File: src/rtl/tlb_op_ctrl.sv
// tlb_op_ctrl: sequences TLBP/TLBR/TLBWI between CP0 registers and the TLB array.
module tlb_op_ctrl #(
  parameter int IDX_W = 4
) (
  input  logic             clk,
  input  logic             resetn,
  input  logic             op_valid,
  input  logic [1:0]       op_type,
  output logic             op_ready,
  input  logic             ex_flush,
  input  logic [31:0]      cp0_entryhi,
  input  logic [31:0]      cp0_entrylo0,
  input  logic [31:0]      cp0_entrylo1,
  input  logic [IDX_W-1:0] cp0_index,
  output logic             s_req,
  output logic [18:0]      s_vpn2,
  output logic [7:0]       s_asid,
  input  logic             s_found,
  input  logic [IDX_W-1:0] s_index,
  output logic             r_req,
  output logic [IDX_W-1:0] r_index,
  input  logic [77:0]      r_entry,
  output logic             w_we,
  output logic [IDX_W-1:0] w_index,
  output logic [77:0]      w_entry,
  output logic             tlbp_we,
  output logic [31:0]      index_data,
  output logic             tlbr_we,
  output logic [31:0]      hi_data,
  output logic [31:0]      lo0_data,
  output logic [31:0]      lo1_data,
  output logic             op_done,
  output logic             op_err,
  output logic             refetch
);
  typedef enum logic [2:0] {IDLE, P_REQ, P_RSP, R_REQ, R_RSP, W_EXE, ERR} state_t;
  state_t           state;
  logic             armed;
  logic [26:0]      hi_q;
  logic [25:0]      lo0_q, lo1_q;
  logic [IDX_W-1:0] idx_q;
  logic             accept;
  logic             unused_ok;
  assign unused_ok = ^{cp0_entryhi[12:8], cp0_entrylo0[31:26], cp0_entrylo1[31:26]};
  // armed blocks acceptance in the first cycle after reset release
  assign accept = state == IDLE && armed && op_valid && !ex_flush;
  always_ff @(posedge clk or negedge resetn) begin
    if (!resetn) begin
      state <= IDLE;
      armed <= 1'b0;
      hi_q  <= '0;
      lo0_q <= '0;
      lo1_q <= '0;
      idx_q <= '0;
    end else begin
      armed <= 1'b1;
      case (state)
        IDLE: if (accept) begin
          hi_q  <= {cp0_entryhi[31:13], cp0_entryhi[7:0]};
          lo0_q <= cp0_entrylo0[25:0];
          lo1_q <= cp0_entrylo1[25:0];
          idx_q <= cp0_index;
          state <= op_type == 2'b01 ? P_REQ : op_type == 2'b10 ? R_REQ :
                   op_type == 2'b11 ? W_EXE : ERR;
        end
        P_REQ:   state <= ex_flush ? IDLE : P_RSP;
        R_REQ:   state <= ex_flush ? IDLE : R_RSP;
        default: state <= IDLE;
      endcase
    end
  end
  assign op_ready   = state == IDLE;
  assign s_req      = state == P_REQ && !ex_flush;
  assign s_vpn2     = hi_q[26:8];
  assign s_asid     = hi_q[7:0];
  assign r_req      = state == R_REQ && !ex_flush;
  assign r_index    = idx_q;
  assign w_we       = state == W_EXE;
  assign w_index    = idx_q;
  assign w_entry    = {hi_q, lo0_q[0] & lo1_q[0], lo0_q[25:1], lo1_q[25:1]};
  assign tlbp_we    = state == P_RSP;
  assign index_data = {~s_found, {(31-IDX_W){1'b0}}, s_index};
  assign tlbr_we    = state == R_RSP;
  assign hi_data    = {r_entry[77:59], 5'b0, r_entry[58:51]};
  assign lo0_data   = {6'b0, r_entry[49:25], r_entry[50]};
  assign lo1_data   = {6'b0, r_entry[24:0], r_entry[50]};
  assign op_done    = tlbp_we || tlbr_we || w_we || state == ERR;
  assign op_err     = state == ERR;
  assign refetch    = tlbr_we || w_we;
endmodule
File: config.mk
export PLATFORM = sky130hd
export DESIGN_NAME = tlb_op_ctrl
export DESIGN_NICKNAME = d
export VERILOG_FILES = /design/src/rtl/tlb_op_ctrl.sv
export SDC_FILE = /design/constraint.sdc
export NUM_CORES = 1
export LEC_CHECK = 0
export BUFFER_PORTS_ARGS = -buffer_cell sky130_fd_sc_hd__buf_2
export CAP_MARGIN = 10
export CORE_AREA = 3 3 171 173
export CTS_BUF_LIST = sky130_fd_sc_hd__clkbuf_8
export DETAILED_ROUTE_END_ITERATION = 10
export DIE_AREA = 0 0 174 176
export MAX_ROUTING_LAYER = met4
export PLACE_DENSITY = 0.42
export SYNTH_ARGS = -nofsm -noshare
export SYNTH_HDL_FRONTEND = slang
export SYNTH_SLANG_ARGS = --single-unit
export TNS_END_PERCENT = 20
File: constraint.sdc
create_clock -name clk -period 1.59 [get_ports clk]
set_input_delay 0.159 -clock clk [delete_from_list [all_inputs] [get_ports clk]]
set_output_delay 0.159 -clock clk [all_outputs]
set_load 0.005 [all_outputs]
==> impl_metrics.ini <==
[global_routing]
grt_pass1_wl_mm = 18.6
antenna_found_initial = 1
overflow = 0
grt_max_degree = 36
groute.usage.overall = 0.0818
grt_pass1_vias = 3218

[critical_path]
cp-startpoint = state[1]
required_ps = 1830
crit_path_top_delay_cell = dfrtp_1
end_kind = flop
max_stage_delay_ps = 430
path_delay_family = flip-flops
cp_cell_sequence = nor2_4, nand4_4, buf_12, mux2_4
criticalPathCategory = flop to flop
timing.rr.start = state[1]
worstPathArrival_ps = 1750
startpoint_type = flop
cp_max_fo = 26
crit_buf_inv = 1

[timing]
hold_violations = 0
maxSlewViolCount = 0
max_freq_ghz = 0.665
finalSetupViolCount = 0
rsz0062_at_grt = yes
finalCritPeriodShare = 0.946
fin_skew_ps = 9.92
fin_crit_ps = 1500
worst_slack_ps = 85.2

[worst_hold_path]
hp-start = cp0_entryhi[7]
hold_class = primary input to flop

[cells_and_area]
final_util = 0.233
final_nets = 748
layout-drive-gt1-share = 0.581
area_growth_pct = 24.4
final_common_cell = buf_2
num-fill-cells = 3008
mostFrequentLayoutCells = 211 x buf_2, 87 x dfrtp_1, 82 x dlygate4sd3_1, 59 x mux2_4, 45 x conb_1
instances_no_fill = 940

[power]
power_frac_clock = 0.280
ir_worst_vdd_uv = 451
total_power_mw = 7.15
swShare = 0.275
p_per_area_nw_per_um2 = 1110
comb_power_share = 0.292
power_frac_seq = 0.428
p_sw_mw = 1.96
p_leak_nw = 3.34
p_int_mw = 5.19

[drt]
wl_mm = 12.4
vias = 3030
avgRoutedWirePerCell_um = 13.2
vias_per_cell = 3.22
dr.pass1.iters = 4
drc = 0
drt_iter0_markers = 46
ant_nets = 0

[floorplanning]
fp.dieW_um = 174
num_rows = 61
ioPinCount = 439
core-area_um2 = 27800
dieArea_um2 = 30600
fp.dieH_um = 176
start_util = 0.187

[clock_tree]
cts_buffer_depth = 2
cts_tree = done
numCtsBuffers = 9
worstSkewPairLatency_ps = 370
cts-root-buf = clkbuf_8
cts.sinks = 87
clk_pin_slew_worst_paths_ps = 90
htree_levels = 3
cts_setup_buffers = 0

[logic_synthesis]
synth_top_area_frac = 0.419
postSynthAreaPerCell_um2 = 12.4
ys_seq_area_frac = 0.419
ys_top_cells_by_area = dfrtp_1 42%, buf_4 30%, mux2_4 17%
syn_area_um2 = 5200
yosys_register_bits = 87
ys_warn_count = 0
yosys.area.top_type = dfrtp_1
yosysUniqueCellTypes = 25
synth_cells = 418

[placed_design]
dp_cells = 841
dp_hpwl_mm = 9.16
port_buffers = 212
post-place-ws_ps = 46.3
place.gp.congestion = 0.651

[job]
maxCapViolations = 0

[run_status]
outcome = complete, no violations
[logic make-up after synthesis]
kind of cell / count (synthesis) / share of synthesized area
buffers and inverters: 223 / 0.324
DFF: 87 / 0.419
muxes: 83 / 0.222
and+or+nand+nor: 17 / 0.0224
AOI/OAI and AO/OA: 3 / 0.00409
adders and majority gates: 3 / 0.00722
other: 2 / 0.00144
[flip-flops by register name, indices dropped and copies added (netlist names)]
| signal | flops |
|---|---|
| armed | 1 |
| hi_q | 27 |
| lo0_q | 26 |
| lo1_q | 26 |
| r_index | 4 |
| state | 3 |
[Yosys cell counts (all sizes together)]
master  instances
nor4b           1
o21a            1
ha              3
and2            2
buf           220
nand4b          1
a21boi          1
nor2            4
a31oi           1
and3b           1
nor3            2
nand4           1
nor2b           2
dfrtp          87
mux2           83
nand2           1
nor3b           1
inv             3
conb            2
nor4            1
[power groups by stage]
stage | clock (mW) | sequential [mW] | combinational [mW]
global placement | 0 | 3.10 | 1.99
CTS | 2.18 | 3.07 | 2.15
floorplan | 0 | 3.05 | 1.83
finish | 2.00 | 3.06 | 2.09
detailed placement | 0 | 3.09 | 2.00
global route | 2.24 | 3.15 | 2.28
[repair_timing]
action | 4_1_cts | 5_1_grt
endpoints found under the hold margin | 105 | 0
endpoints found under the setup margin | 0 | 12
hold buffers | 82 | 0
resized for setup | 0 | 4
[through the flow]
step / setup TNS [ps] / area (um^2) / hold slack (ps)
4_1_cts: 0 / 6450 / 4.92
5_1_grt: -5.63 / 6470 / 25.2
6_report: 0 / 6470 / 56.0
3_5_place_dp: 0 / 5370 / 128
2_1_floorplan: 0 / 5360 / -137
3_3_place_gp: 0 / 5370 / 125
[worst paths after layout]
check	endpoint	slack, ps	cells past startpoint
max	lo0_q[8]	90	4
min	hi_q[7]	60	2
max reg2reg	lo0_q[8]	90	4
min reg2reg	lo1_q[25]	500	1
max in group asynchronous	hi_q[9]	770	3
min in group asynchronous	hi_q[0]	260	2
[layout make-up]
class / instances / area (um^2) / share of cell area
tap: 378 / 473 / 0.0731
clock inverter: 5 / 104 / 0.0161
inverter: 3 / 11.3 / 0.00174
antenna: 1 / 2.50 / 0.000387
clock buffer: 11 / 151 / 0.0234
sequential: 87 / 2180 / 0.337
multi-input combinational: 151 / 1520 / 0.235
timing repair buffer: 304 / 2030 / 0.314
[metal layers]
metal	global-route usage	up-vias	share of wire
met4	0.0449	0	0.033
met1	0.0940	1418	0.40
met5	-	-	0
li1	-	1375	-
met3	0.0200	66	0.073
met2	0.132	171	0.50
[worst reg2reg max path, delay by kind of cell, from the launching register on]
family	cells	cell delay (ps)
flip-flops	1	430
AND/OR/NAND/NOR	2	380
multiplexers	1	330
buffers and inverters	1	250
Power figures use the tool's default switching activity.
